$ cat config.mk
export PLATFORM = sky130hd
export DESIGN_NAME = slavefifo2b_streamin_buf_flat
export DESIGN_NICKNAME = d
export VERILOG_FILES = /design/src/rtl/slavefifo2b_streamin_buf_if.sv /design/src/rtl/slavefifo2b_streamin_buf.sv /design/src/flat_wrapper.sv
export SDC_FILE = /design/constraint.sdc
export NUM_CORES = 1
export LEC_CHECK = 0
export ABC_AREA = 0
export CAP_MARGIN = 20
export CORE_MARGIN = 2
export CORE_UTILIZATION = 55
export DETAILED_ROUTE_END_ITERATION = 10
export PLACE_DENSITY = 0.77
export REMOVE_ABC_BUFFERS = 1
export SLEW_MARGIN = 20
export SYNTH_ARGS = -nofsm -noshare
export SYNTH_HDL_FRONTEND = slang
export SYNTH_SLANG_ARGS = --single-unit
$ cat constraint.sdc
create_clock -name clk_100 -period 5.1 [get_ports clk_100]
set_input_delay 1.02 -clock clk_100 [delete_from_list [all_inputs] [get_ports clk_100]]
set_output_delay 1.02 -clock clk_100 [all_outputs]
set_load 0.01 [all_outputs]
$ cat src/rtl/slavefifo2b_streamin_buf_if.sv
// slavefifo2b_streamin_buf_if
// Bundles the upstream stream handshake and the FX3 slave-FIFO write side
// of the stream-in buffer. The slave modport is the buffer's view; the
// master modport is the view of whatever surrounds it (upstream source,
// flag registers and write mux).
interface slavefifo2b_streamin_buf_if;
    logic [31:0] in_data;
    logic        in_valid;
    logic        in_last;
    logic        in_ready;
    logic        flaga_d;
    logic        flagb_d;
    logic        slwr_out_;
    logic        pktend_out_;
    logic [31:0] data_out;

    modport master (
        output in_data,
        output in_valid,
        output in_last,
        output flaga_d,
        output flagb_d,
        input  in_ready,
        input  slwr_out_,
        input  pktend_out_,
        input  data_out
    );

    modport slave (
        input  in_data,
        input  in_valid,
        input  in_last,
        input  flaga_d,
        input  flagb_d,
        output in_ready,
        output slwr_out_,
        output pktend_out_,
        output data_out
    );
endinterface

$ cat src/rtl/slavefifo2b_streamin_buf.sv
// slavefifo2b_streamin_buf
// Stream-in buffer for an FX3 slave FIFO: upstream words ({last, data}) are
// queued in a 16-deep FIFO and drained toward the FX3 write mux whenever the
// registered full/watermark flags both report room. Each pop produces one
// registered active-low write strobe, with a packet-end strobe on the same
// cycle when the popped word closes a packet.
// Optional feature macro: STREAMIN_BUF_CNT_EN enables the written-word and
// packet-end counters; without it both counter outputs are tied to zero.
module slavefifo2b_streamin_buf (
    input  logic                             clk_100,
    input  logic                             reset,
    input  logic                             enable,
    slavefifo2b_streamin_buf_if.slave        bus,
    output logic [4:0]                       fifo_level,
    output logic [31:0]                      tx_word_cnt,
    output logic [15:0]                      tx_pkt_cnt
);

    localparam int DATA_W = 32;
    localparam int DEPTH  = 16;
    localparam int PTR_W  = 4;
    localparam int LVL_W  = 5;

    typedef enum logic [1:0] {
        IDLE  = 2'd0,
        WAIT  = 2'd1,
        WRITE = 2'd2
    } state_t;

    state_t state_q, state_d;

    // Storage: bit DATA_W carries the end-of-packet marker.
    logic [DATA_W:0]      mem_q [DEPTH];

    logic [PTR_W-1:0]     wr_ptr_q, wr_ptr_d;
    logic [PTR_W-1:0]     rd_ptr_q, rd_ptr_d;
    logic [LVL_W-1:0]     level_q, level_d;

    logic                 slwr_q, slwr_d;
    logic                 pktend_q, pktend_d;
    logic [DATA_W-1:0]    data_q, data_d;

    logic                 flags_ok;
    logic                 not_empty;
    logic                 not_full;
    logic                 push;
    logic                 pop;
    logic [DATA_W:0]      head_word;

    // Handshake and transfer qualifiers. A pop only depends on the
    // registered state and level, so an entry pushed this cycle is never
    // popped in the same cycle.
    assign flags_ok     = bus.flaga_d & bus.flagb_d;
    assign not_empty    = (level_q != '0);
    assign not_full     = (level_q < LVL_W'(DEPTH));
    assign bus.in_ready = enable & ~reset & not_full;
    assign push         = bus.in_valid & bus.in_ready;
    assign pop          = (state_q == WRITE) & flags_ok & not_empty;
    assign head_word    = mem_q[rd_ptr_q];

    // Next-state logic for the drain controller; dropping enable wins over
    // every other transition.
    always_comb begin
        state_d = state_q;
        unique case (state_q)
            IDLE: begin
                if (enable) begin
                    state_d = WAIT;
                end
            end
            WAIT: begin
                if (flags_ok && not_empty) begin
                    state_d = WRITE;
                end
            end
            WRITE: begin
                if (!flags_ok || (!not_empty && !push)) begin
                    state_d = WAIT;
                end
            end
            default: begin
                state_d = IDLE;
            end
        endcase
        if (!enable) begin
            state_d = IDLE;
        end
    end

    // Pointer and occupancy bookkeeping; a disabled block flushes everything
    // on the following edge.
    always_comb begin
        wr_ptr_d = wr_ptr_q;
        rd_ptr_d = rd_ptr_q;
        level_d  = level_q;
        if (push) begin
            wr_ptr_d = wr_ptr_q + PTR_W'(1);
        end
        if (pop) begin
            rd_ptr_d = rd_ptr_q + PTR_W'(1);
        end
        level_d = level_q + LVL_W'(push) - LVL_W'(pop);
        if (!enable) begin
            wr_ptr_d = '0;
            rd_ptr_d = '0;
            level_d  = '0;
        end
    end

    // Write-side outputs for the next cycle: strobes idle high, data holds
    // its previous value unless a word is popped.
    always_comb begin
        slwr_d   = 1'b1;
        pktend_d = 1'b1;
        data_d   = data_q;
        if (pop) begin
            slwr_d   = 1'b0;
            pktend_d = ~head_word[DATA_W];
            data_d   = head_word[DATA_W-1:0];
        end
    end

    // FSM state, pointers and occupancy registers.
    always_ff @(posedge clk_100) begin
        if (reset) begin
            state_q  <= IDLE;
            wr_ptr_q <= '0;
            rd_ptr_q <= '0;
            level_q  <= '0;
        end else begin
            state_q  <= state_d;
            wr_ptr_q <= wr_ptr_d;
            rd_ptr_q <= rd_ptr_d;
            level_q  <= level_d;
        end
    end

    // Registered write-mux outputs; reset parks the strobes inactive and
    // clears the data word so no stale packet end can leak out.
    always_ff @(posedge clk_100) begin
        if (reset) begin
            slwr_q   <= 1'b1;
            pktend_q <= 1'b1;
            data_q   <= '0;
        end else begin
            slwr_q   <= slwr_d;
            pktend_q <= pktend_d;
            data_q   <= data_d;
        end
    end

    // FIFO storage: plain data, written on every accepted upstream word.
    always_ff @(posedge clk_100) begin
        if (push) begin
            mem_q[wr_ptr_q] <= {bus.in_last, bus.in_data};
        end
    end

    assign bus.slwr_out_   = slwr_q;
    assign bus.pktend_out_ = pktend_q;
    assign bus.data_out    = data_q;
    assign fifo_level      = level_q;

`ifdef STREAMIN_BUF_CNT_EN
    logic [31:0] word_cnt_q;
    logic [15:0] pkt_cnt_q;

    // Free-running transfer statistics, cleared only by reset and
    // wrapping at full scale.
    always_ff @(posedge clk_100) begin
        if (reset) begin
            word_cnt_q <= '0;
            pkt_cnt_q  <= '0;
        end else begin
            if (pop) begin
                word_cnt_q <= word_cnt_q + 32'd1;
            end
            if (pop && head_word[DATA_W]) begin
                pkt_cnt_q <= pkt_cnt_q + 16'd1;
            end
        end
    end

    assign tx_word_cnt = word_cnt_q;
    assign tx_pkt_cnt  = pkt_cnt_q;
`else
    assign tx_word_cnt = '0;
    assign tx_pkt_cnt  = '0;
`endif

endmodule

$ cat src/flat_wrapper.sv
// flat-port wrapper written by rule: the top's interface ports become plain ports
module slavefifo2b_streamin_buf_flat 
  (clk_100, reset, enable, fifo_level, tx_word_cnt, tx_pkt_cnt, bus_in_data, bus_in_valid, bus_in_last, bus_flaga_d, bus_flagb_d, bus_in_ready, bus_slwr_out_, bus_pktend_out_, bus_data_out);
  slavefifo2b_streamin_buf_if bus_i ();
  input  logic clk_100;
  input  logic reset;
  input  logic enable;
  output logic [4:0] fifo_level;
  output logic [31:0] tx_word_cnt;
  output logic [15:0] tx_pkt_cnt;
  input wire logic [$bits(bus_i.in_data)-1:0] bus_in_data;
  input wire logic [$bits(bus_i.in_valid)-1:0] bus_in_valid;
  input wire logic [$bits(bus_i.in_last)-1:0] bus_in_last;
  input wire logic [$bits(bus_i.flaga_d)-1:0] bus_flaga_d;
  input wire logic [$bits(bus_i.flagb_d)-1:0] bus_flagb_d;
  output wire logic [$bits(bus_i.in_ready)-1:0] bus_in_ready;
  output wire logic [$bits(bus_i.slwr_out_)-1:0] bus_slwr_out_;
  output wire logic [$bits(bus_i.pktend_out_)-1:0] bus_pktend_out_;
  output wire logic [$bits(bus_i.data_out)-1:0] bus_data_out;
  assign bus_i.in_data = bus_in_data;
  assign bus_i.in_valid = bus_in_valid;
  assign bus_i.in_last = bus_in_last;
  assign bus_i.flaga_d = bus_flaga_d;
  assign bus_i.flagb_d = bus_flagb_d;
  assign bus_in_ready = bus_i.in_ready;
  assign bus_slwr_out_ = bus_i.slwr_out_;
  assign bus_pktend_out_ = bus_i.pktend_out_;
  assign bus_data_out = bus_i.data_out;
  slavefifo2b_streamin_buf u_core (.clk_100(clk_100), .reset(reset), .enable(enable), .bus(bus_i), .fifo_level(fifo_level), .tx_word_cnt(tx_word_cnt), .tx_pkt_cnt(tx_pkt_cnt));
endmodule
==> results of run 1 <==
## registers in the layout (all words and copies together), names as in the netlist, named ones only
name,count
u_core.mem_q,528
u_core.bus.data_out,32
u_core.fifo_level,5
u_core.rd_ptr_q,4
u_core.wr_ptr_q,4
u_core.state_q,2
u_core.bus.pktend_out_,1
u_core.bus.slwr_out_,1
## cell usage in the layout (no fill, tap or decap), drive strengths merged, types with 5 or more instances in the layout
cell type,instances
mux4,132
o21ai,33
nor2,30
clkinv,19
nand2,9
edfxtp,528
clkdlybuf4s50,78
inv,13
a21oi,5
bufinv,7
dfxtp,53
ha,11
buf,28
nor3,6
a2bb2oi,32
xnor2,5
nand2b,5
clkbuf,74
conb,48
mux2i,66
## per-stage QoR
step	total power (µW)	setup slack, ps	util (%)
floorplan	5350	-1400	-
global placement	5440	1250	59.3
detailed placement	5450	1240	59.3
CTS	9580	1240	64.0
global route	9780	1110	64.0
finish	9530	1250	64.0
## cells in the mapped netlist, drive strengths merged, types with 6 or more instances
master | count | area (µm²)
mux4 | 132 | 2970
a2bb2oi | 32 | 280
clkbuf | 15 | 57.6
nor2 | 30 | 113
nor3 | 6 | 30.0
dfxtp | 53 | 1060
o21ai | 33 | 165
mux2i | 66 | 661
edfxtp | 528 | 15900
ha | 11 | 138
inv | 11 | 41.3
nand2 | 9 | 33.8
buf | 85 | 577
## power groups by stage
stage	Combinational, µW	Clock (µW)	Sequential, µW
after global placement	141	0	5300
after detailed placement	147	0	5300
after CTS	148	4240	5200
final	149	4180	5200
after floorplan	45.8	0	5300
after global routing	164	4410	5200
## path summary, 6_finish.rpt
kind                                        startpoint                endpoint  slack, ps  cells after the start
worst max-delay path                             reset            bus_in_ready       1250                      4
worst min-delay path            u_core.bus.data_out[1]  u_core.bus.data_out[1]        480                      2
worst max register to register    u_core.fifo_level[2]    u_core.fifo_level[4]       2110                     12
worst min register to register  u_core.bus.data_out[1]  u_core.bus.data_out[1]        480                      2
## layout make-up
class	instances	area share [%]
clock buffer	74	5.99
clock inverter	32	1.36
inverter	11	0.162
multi-input combinational	407	19.6
sequential	581	66.3
tap	525	2.57
timing repair buffer	106	4.03
## kinds of logic after synthesis
kind of cell,Yosys count,synth area share (%)
other,1,0.0168
muxes,199,16.3
buffers and inverters,111,3.03
adders and majority gates,12,0.707
xor gates and xnor gates,9,0.353
AOI/OAI and AO/OA,75,2.30
DFF,581,75.8
and+or+nand+nor,64,1.44
## routing by layer
metal | wire length, µm | share of wire, % | vias to the layer above
li1 | - | - | 4443
met1 | 17100 | 38 | 5412
met2 | 23500 | 53 | 427
met3 | 2530 | 5.7 | 70
met4 | 1360 | 3.0 | 2
met5 | 13 | 0.029 | -
## worst max-delay path: cells and delay by family
kind | cells | cell delay [ps]
buffers and inverters | 2 | 1070
AND/OR/NAND/NOR | 2 | 730
==> results by group, run 1 <==
Status
  – Status: finished, final reports clean

STA
  – Clock Skews: between 10 and 15 ps
  – WHS: 475 ps
  – Peak Freq: between 200 and 300 MHz
  – Worst Max-Slew Pin Slew: about 1000 ps
  – Max-Slew Margin vs Limit: 30.2%
  – Final setup vio count: 0
  – RSZ-0062 raised after global routing: false
  – Crit share post-route: approximately three quarters
  – Max Slew Vio Count: 0
  – Final Hold Viols: 0
  – Crit path time final: between 3000 and 4000 ps
  – Setup total negative slack: 0 ps

Worst setup path
  – Crit path kind: input port to primary output
  – CP max stage delay: 550 ps
  – Critical-path cell list: clkdlybuf4s50_1, nand2b_1, nor2_1, clkdlybuf4s50_1
  – Slowest cell on crit path: clkdlybuf4s50_1
  – Max Fanout on Critical Path: 20
  – Crit start category: input port
  – CP most frequent cell: clkdlybuf4s50_1
  – Worst EP arrival: ~2800 ps
  – Critical path data required time: a little over 4000 ps
  – Critical path capture point type: primary output

Final layout
  – P&R area growth vs syn: 14.5%
  – Register area: roughly 17000 µm²
  – Final cell count without fillers: around 1700
  – Design area: roughly 26000 µm²
  – Layout cells sized above 1: between 20% and 30%
  – Fillers: about 2600
  – Area of the multi-input gates: 5020 µm²
  – Nets: 1214
  – Number of inserted diodes: 0

Power and ir drop
  – Peak VDD IR: between 0.3 and 0.4 mV
  – P_int: between 7000 and 8000 µW
  – Sw Share: between 10% and 20%
  – Clock power frac: a little over two fifths
  – Leak: between 0.007 and 0.008 µW
  – Logic pwr share: 1.6%
  – Flop pwr share: 54.6%
  – Power Density: 373 nW/µm²
  – Sw power: roughly 1800 µW

Clock network
  – Root Driver: clkbuf_16
  – Post-cts sizing count: 0
  – Worst-case clock buffer depth: 3
  – Num CTS Buffers: 56
  – H-tree Lvls: 2
  – CTS clock-pin slew for the worst setup and hold paths: roughly 60 ps
  – Worst skew pair latency: roughly 600 ps
  – Setup repair bufs after CTS: 0
  – Hold Buf Count CTS: 0
  – CTS tree: yes
  – CTS Sinks: slightly below 600

Detailed routing
  – Via density: 5.96
  – DRC errors left: 0
  – Antenna Nets Post-Route: 0
  – Initial DRC Count: 794
  – Drt first pass iters: 5
  – Total routed wirelength: around 45 mm
  – Routed vias: approximately 10000
  – Routed wire per std cell: around 26 µm

Logic synthesis
  – Mapped cell area: 22300 µm²
  – Synth Area per Inst: around 21 µm²
  – Number of distinct library cells after synthesis: a little over 40
  – Synth warn: 0
  – Yosys reg bits: about 580
  – Sequential share of the synthesized area: between 70% and 80%
  – Syn Inst Count: around 1100
  – Number of synthesized flops with an enable pin: 528
  – Async SR Flop Fraction: 0%
  – Primary FF master, synth: edfxtp_1

Global route
  – Met3 Use GR: between 3 and 4%
  – GRT Total Usage: between 20% and 30%
  – Met1 GRT Util: about 28%
  – Number of global-route vias before repair: about 11000
  – Initial antenna violation count: 2
  – Pin count of the biggest net entering global routing: 90
  – Global-route wire length before repair: approximately 67 mm
  – Grt met2 use: a little under two fifths
  – GRT overflow: 0
  – Global route hottest layer: met2

Placement
  – # port buffers: approximately 80
  – Placed Cells: 1630
  – Dpl cell area: around 24000 µm²
  – Hpwl dp: approximately 24 mm
  – RePlAce Congestion: ~0.75

Floorplanning
  – # IOs: 127
  – Initial Utilization: between 50% and 60%
  – Die width: between 200 and 250 µm
  – Die Y: 205 µm
  – Core area: roughly 40000 µm²
  – Die Area: around 42000 µm²
  – # rows: 73

Hold path
  – HP Class: flop to flop

Flow run
  – # Max-Cap Violations: 0
Power figures use the tool's default switching activity.
==> run 2: changes to the inputs <==
==> constraint.sdc (replaced) <==
create_clock -name clk_100 -period 4 [get_ports clk_100]
set_input_delay 0.8 -clock clk_100 [delete_from_list [all_inputs] [get_ports clk_100]]
set_output_delay 0.8 -clock clk_100 [all_outputs]
set_load 0.01 [all_outputs]
==> run 2 against run 1 <==
- die area unchanged
- clock power is 21% higher
- sequential share of layout area is essentially flat
- count of clock-buffer cells in the layout is 11 higher
- critical endpoint unchanged
- largest cell class unchanged
- largest power group unchanged
==> results by group, run 2 (same netlist as run 1, synthesis figures left out) <==
Clock network
  – Worst-case clock buffer depth: 3 (unchanged)
  – Root Driver: clkbuf_16
  – Num CTS Buffers: 56 (unchanged)
  – CTS tree: yes
  – CTS clock-pin slew for the worst setup and hold paths: 60 ps (about the same)
  – H-tree Lvls: 2 (unchanged)
  – Post-cts sizing count: 0 (unchanged)
  – Hold Buf Count CTS: 0 (unchanged)
  – Worst skew pair latency: 610 ps (about the same)
  – Setup repair bufs after CTS: 0 (unchanged)
  – CTS Sinks: 581 (unchanged)

STA
  – Crit path time final: roughly 3000 ps
  – Final Hold Viols: 0 (unchanged)
  – Worst Max-Slew Pin Slew: 931 ps (-112 ps)
  – WHS: 472 ps (-2.96 ps)
  – Max Slew Vio Count: 0 (unchanged)
  – RSZ-0062 raised after global routing: false
  – Crit share post-route: 74.6%
  – Max-Slew Margin vs Limit: 37.9% (+7.7 points)
  – Setup total negative slack: 0 ps (unchanged)
  – Peak Freq: ~340 MHz
  – Final setup vio count: 0 (unchanged)
  – Clock Skews: 18.1 ps (+3.64 ps)

Placement
  – # port buffers: 78 (unchanged)
  – RePlAce Congestion: 0.736 (-2.0%)
  – Hpwl dp: 24.2 mm (+1.9%)

Final layout
  – Nets: 1230 (+1.3%)
  – Layout cells sized above 1: 22.7% (+0.44 points)
  – Most flops, register: u_core.mem_q
  – Max reg flops: 528 (unchanged)
  – Number of inserted diodes: 0 (unchanged)
  – Most frequent cells in the layout: edfxtp_1 (528), mux4_2 (132), clkdlybuf4s50_1 (78), mux2i_1 (66), clkbuf_16 (57)
  – Most common cell after layout, fill and taps aside: edfxtp_1
  – P&R area growth vs syn: 14.6% (about the same)

Floorplanning
  – Initial Utilization: 55.9% (unchanged)
  – Die Y: 205 µm (unchanged)
  – Die Area: 42200 µm² (unchanged)
  – # rows: 73 (unchanged)
  – Core area: 39900 µm² (unchanged)
  – # IOs: 127 (unchanged)
  – Die width: 205 µm (unchanged)

Worst setup path
  – Critical path capture point type: primary output
  – Slowest cell on crit path: clkdlybuf4s50_1
  – Critical path data required time: 3200 ps (-880 ps)
  – Worst EP arrival: 2180 ps (-650 ps)
  – CP max stage delay: 550 ps (about the same)
  – Worst r2r src: u_core.fifo_level[2]
  – Critical-path cell list: clkdlybuf4s50_1, nand2b_1, nor2_1, clkdlybuf4s50_1
  – Crit path kind: input port to primary output
  – Max Fanout on Critical Path: 5 (-75%)
  – CP most frequent cell: clkdlybuf4s50_1
  – Critical Path Source: reset
  – Crit start category: input port

Global route
  – GRT Total Usage: 22.2% (+0.23 points)
  – GRT overflow: 0 (unchanged)
  – Initial antenna violation count: 0 (-2)
  – Number of global-route vias before repair: 11100 (+3.2%)
  – Pin count of the biggest net entering global routing: 46 (-49%)
  – Global-route wire length before repair: 67.8 mm (+1.6%)

Detailed routing
  – Routed wire per std cell: 25.6 µm (-0.39%)
  – Via density: 5.96 (about the same)
  – Routed vias: 10400 (+0.91%)
  – DRC errors left: 0 (unchanged)
  – Antenna Nets Post-Route: 0 (unchanged)
  – Drt first pass iters: 7 (+2)
  – Total routed wirelength: 44.8 mm (+0.53%)
  – Initial DRC Count: 846 (+6.5%)

Power and ir drop
  – Leak: 0.00787 µW (+0.35%)
  – Peak VDD IR: 0.385 mV (+23%)
  – Power Density: 464 nW/µm² (+24%)

Status
  – Status: finished, final reports clean

Flow run
  – # Max-Cap Violations: 0 (unchanged)

Hold path
  – HP Class: flop to flop
  – Critical hold path startpoint: u_core.bus.data_out[27]
==> run 2: cell types whose count changed in the layout (fill, tap and decap cells not counted), moves of 2 or more <==
cell	before	now
clkinv_1	8	6
clkbuf_1	13	22
clkinv_2	10	6
bufinv_16	7	2
clkbuf_8	4	6
buf_4	25	40
==> run 2: final timing paths <==
path | end | slack, ps | cells past startpoint
worst max-delay path | bus_in_ready | 1020 | 4
worst min-delay path | u_core.bus.data_out[27] | 470 | 2
worst max register to register | u_core.fifo_level[4] | 1040 | 12
worst min register to register | u_core.bus.data_out[27] | 470 | 2
==> run 2: final cells by class <==
class                           count  area (µm²)
Fill cell                        2578       14300
Multi-Input combinational cell    407        5020
Tap cell                          525         657
Inverter                           11        41.3
Sequential cell                   581       16900
Clock buffer                       85        1590
Timing Repair Buffer              122        1160
Clock inverter                     21         170
==> run 2: stage by stage <==
step	area (µm²)	cells	utilization (%)	setup WS (ps)	power [µW]
2_1_floorplan	21900	999	-	-2500	6820
3_3_place_gp	23800	1646	59.6	539	6940
4_1_cts	25600	1752	64.1	1010	11900
3_5_place_dp	23800	1646	59.6	532	6950
6_report	25600	1752	64.1	1020	11900
5_1_grt	25600	1752	64.1	758	12200
==> run 2: critical path, delay by kind of cell <==
kind,cells,cell delay [ps]
and+or+nand+nor,2,310
buffers and inverters,2,1080
==> run 2: metal layers <==
layer | wire (µm) | up-vias | global-route usage [%] | share of wire, %
li1 | - | 4472 | - | -
met1 | 17700 | 5495 | 29.4 | 39
met5 | 0 | - | 0 | 0
met4 | 1110 | 0 | 6.73 | 2.5
met2 | 22900 | 406 | 37.6 | 51
met3 | 3060 | 75 | 4.23 | 6.8
==> run 2: power breakdown <==
part           internal (µW)  total (µW)  switching (µW)
Combinational           58.3         189             130
Sequential              6630        6630            4.33
Clock                   2880        5040            2170
==> run 3: changes to the inputs <==
==> constraint.sdc (replaced) <==
create_clock -name clk_100 -period 3.09 [get_ports clk_100]
set_input_delay 0.618 -clock clk_100 [delete_from_list [all_inputs] [get_ports clk_100]]
set_output_delay 0.618 -clock clk_100 [all_outputs]
set_load 0.01 [all_outputs]
==> run 3 against run 2 <==
- final area up 1.4%
- cell count increased by 0.17%
- die area unchanged
- largest cell class unchanged
- largest power group unchanged
==> results by group, run 3 (same netlist as run 1, synthesis figures left out) <==
Worst setup path
  – Worst path depth: 12 (+8)
  – CP most frequent cell: ha_1
  – Critical-path cell list: inv_1, ha_1, nor4b_4, nor3_1, ha_1, inv_1, ha_1, fa_1, a21oi_1, nor2_1, or3_1, a21oi_1
  – R2r endpoint: u_core.fifo_level[4]
  – Crit start category: flop
  – Worst EP arrival: 3280 ps (+1100 ps)
  – Reg2reg setup slack: 340 ps (-700 ps)
  – R2R cell count: 12 (unchanged)
  – Max Fanout on Critical Path: 5 (unchanged)
  – Critical path data required time: 3620 ps (+420 ps)
  – Critical path capture point type: flop
  – Buf/Inv on CP: 2 (unchanged)
  – Worst r2r src: u_core.fifo_level[2]
  – CP max stage delay: 430 ps (-120 ps)
  – Slowest cell on crit path: fa_1
  – Delay-heaviest family, CP: adder cells
  – Crit path kind: flop to flop

Final layout
  – Nets: 1235 (+0.41%)
  – Most flops, register: u_core.mem_q
  – Most common cell after layout, fill and taps aside: edfxtp_1
  – Layout cells sized above 1: 23.6% (+0.84 points)
  – Most frequent cells in the layout: edfxtp_1 (528), mux4_2 (132), clkdlybuf4s50_1 (78), mux2i_1 (66), clkbuf_16 (57)
  – Max reg flops: 528 (unchanged)
  – Final core utilization: 64.9% (+0.87 points)
  – Number of inserted diodes: 0 (unchanged)
  – Final cell count without fillers: 1755 (+0.17%)
  – P&R area growth vs syn: 16.1%

Floorplanning
  – # rows: 73 (unchanged)
  – Core area: 39900 µm² (unchanged)
  – Die Area: 42200 µm² (unchanged)
  – # IOs: 127 (unchanged)
  – Die width: 205 µm (unchanged)
  – Die Y: 205 µm (unchanged)
  – Initial Utilization: 55.9% (unchanged)

Clock network
  – Root Driver: clkbuf_16
  – H-tree Lvls: 2 (unchanged)
  – Worst-case clock buffer depth: 3 (unchanged)
  – Num CTS Buffers: 55 (-1.8%)
  – CTS tree: yes
  – CTS Sinks: 581 (unchanged)
  – CTS clock-pin slew for the worst setup and hold paths: 60 ps (about the same)
  – Worst skew pair latency: 600 ps (about the same)

Placement
  – DP Worst Slack: 69.7 ps (-462 ps)
  – Placed Cells: 1652 (+0.36%)
  – # port buffers: 78 (unchanged)
  – RePlAce Congestion: 0.750 (+1.8%)
  – Hpwl dp: 25.0 mm (+3.2%)

Detailed routing
  – Antenna Nets Post-Route: 0 (unchanged)
  – Via density: 6.00 (+0.58%)
  – DRC errors left: 0 (unchanged)
  – Total routed wirelength: 45.8 mm (+2.3%)
  – Routed vias: 10500 (+0.76%)
  – Drt first pass iters: 5 (-2)
  – Initial DRC Count: 852 (+0.71%)
  – Routed wire per std cell: 26.1 µm (+2.2%)

Power and ir drop
  – Peak VDD IR: 0.611 mV (+59%)
  – Sw power: 3000 µW (+30%)
  – Sw Share: 19.1% (-0.35 points)
  – Flop pwr share: 54.5% (-1.4 points)
  – Leak: 0.00802 µW (+1.9%)
  – Clock power frac: 43.9% (+1.4 points)
  – Power Density: 608 nW/µm² (+31%)
  – P_int: 12800 µW (+33%)
  – Logic pwr share: 1.6% (about the same)

STA
  – Crit share post-route: 88.9%
  – WHS: 482 ps (+9.45 ps)
  – Crit path time final: about 2700 ps
  – Post-route setup slack: 342 ps (-675 ps)
  – Final setup vio count: 0 (unchanged)
  – Final Hold Viols: 0 (unchanged)
  – Setup total negative slack: 0 ps (unchanged)
  – Peak Freq: approximately 360 MHz
  – Max Slew Vio Count: 0 (unchanged)
  – Max-Slew Margin vs Limit: 55.9% (+18 points)
  – Worst Max-Slew Pin Slew: 661 ps (-270 ps)
  – Clock Skews: 14.9 ps (-3.24 ps)
  – RSZ-0062 raised after global routing: false

Global route
  – GRT overflow: 0 (unchanged)
  – Global-route wire length before repair: 68.4 mm (+0.89%)
  – GRT Total Usage: 22.6% (+0.43 points)
  – Number of global-route vias before repair: 10900 (-1.3%)
  – Initial antenna violation count: 1 (+1)
  – Pin count of the biggest net entering global routing: 49 (+6.5%)

Status
  – Status: finished, final reports clean

Flow run
  – # Max-Cap Violations: 0 (unchanged)

Hold path
  – Hold path depth: 2 (unchanged)
  – Worst Hold Path EP: u_core.bus.data_out[25]
  – HP Class: flop to flop
  – Critical hold path startpoint: u_core.bus.data_out[25]
-- run 3: final cells by class --
cell class                      instances  area, µm²
Inverter                               11       41.3
Clock buffer                           77       1550
Sequential cell                       581      16900
Fill cell                            2509      14000
Multi-Input combinational cell        407       5030
Timing Repair Buffer                  128       1380
Tap cell                              525        657
Clock inverter                         26        329
-- run 3: worst max path at each step --
stage                          from  slack (ps)                     end
5_1_grt        u_core.fifo_level[3]          90    u_core.fifo_level[4]
6_report       u_core.fifo_level[2]         340    u_core.fifo_level[4]
3_3_place_gp            bus_flaga_d          70    u_core.fifo_level[4]
3_5_place_dp            bus_flaga_d          70    u_core.fifo_level[4]
4_1_cts        u_core.fifo_level[3]         180    u_core.fifo_level[4]
2_1_floorplan                  flop       -3410  u_core.bus.data_out[0]
-- run 3: stage by stage --
step / area, µm² / total power (µW)
after global routing: 25900 / 16200
after global placement: 24000 / 8990
after detailed placement: 24000 / 9000
final: 25900 / 15800
after CTS: 25900 / 15900
after floorplan: 21900 / 8830
-- run 3: repair_timing --
item                                    4_1_cts  5_1_grt
resized for setup                             0        1
endpoints found under the setup margin        0        1
setup buffers                                 0        0
hold buffers                                  0        0
-- run 3: metal layers --
layer	vias up	share of wire, %	GRT usage [%]
li1	4474	-	-
met1	5460	39	30.1
met2	510	51	38.2
met3	81	7.7	3.82
met4	2	2.6	7.76
met5	-	0.028	0
-- run 3: power by group through the flow --
stage / Combinational, µW / Clock (µW) / Sequential (µW)
final: 253 / 6920 / 8580
after global routing: 277 / 7300 / 8580
after detailed placement: 251 / 0 / 8750
after CTS: 252 / 7030 / 8580
after floorplan: 75.7 / 0 / 8750
after global placement: 241 / 0 / 8750
-- run 3: tightest hold or removal path: cells and delay by family, from the launching register on --
family | cells | cell delay (ps)
flip-flops | 1 | 330
AO/OA/AOI/OAI | 2 | 120
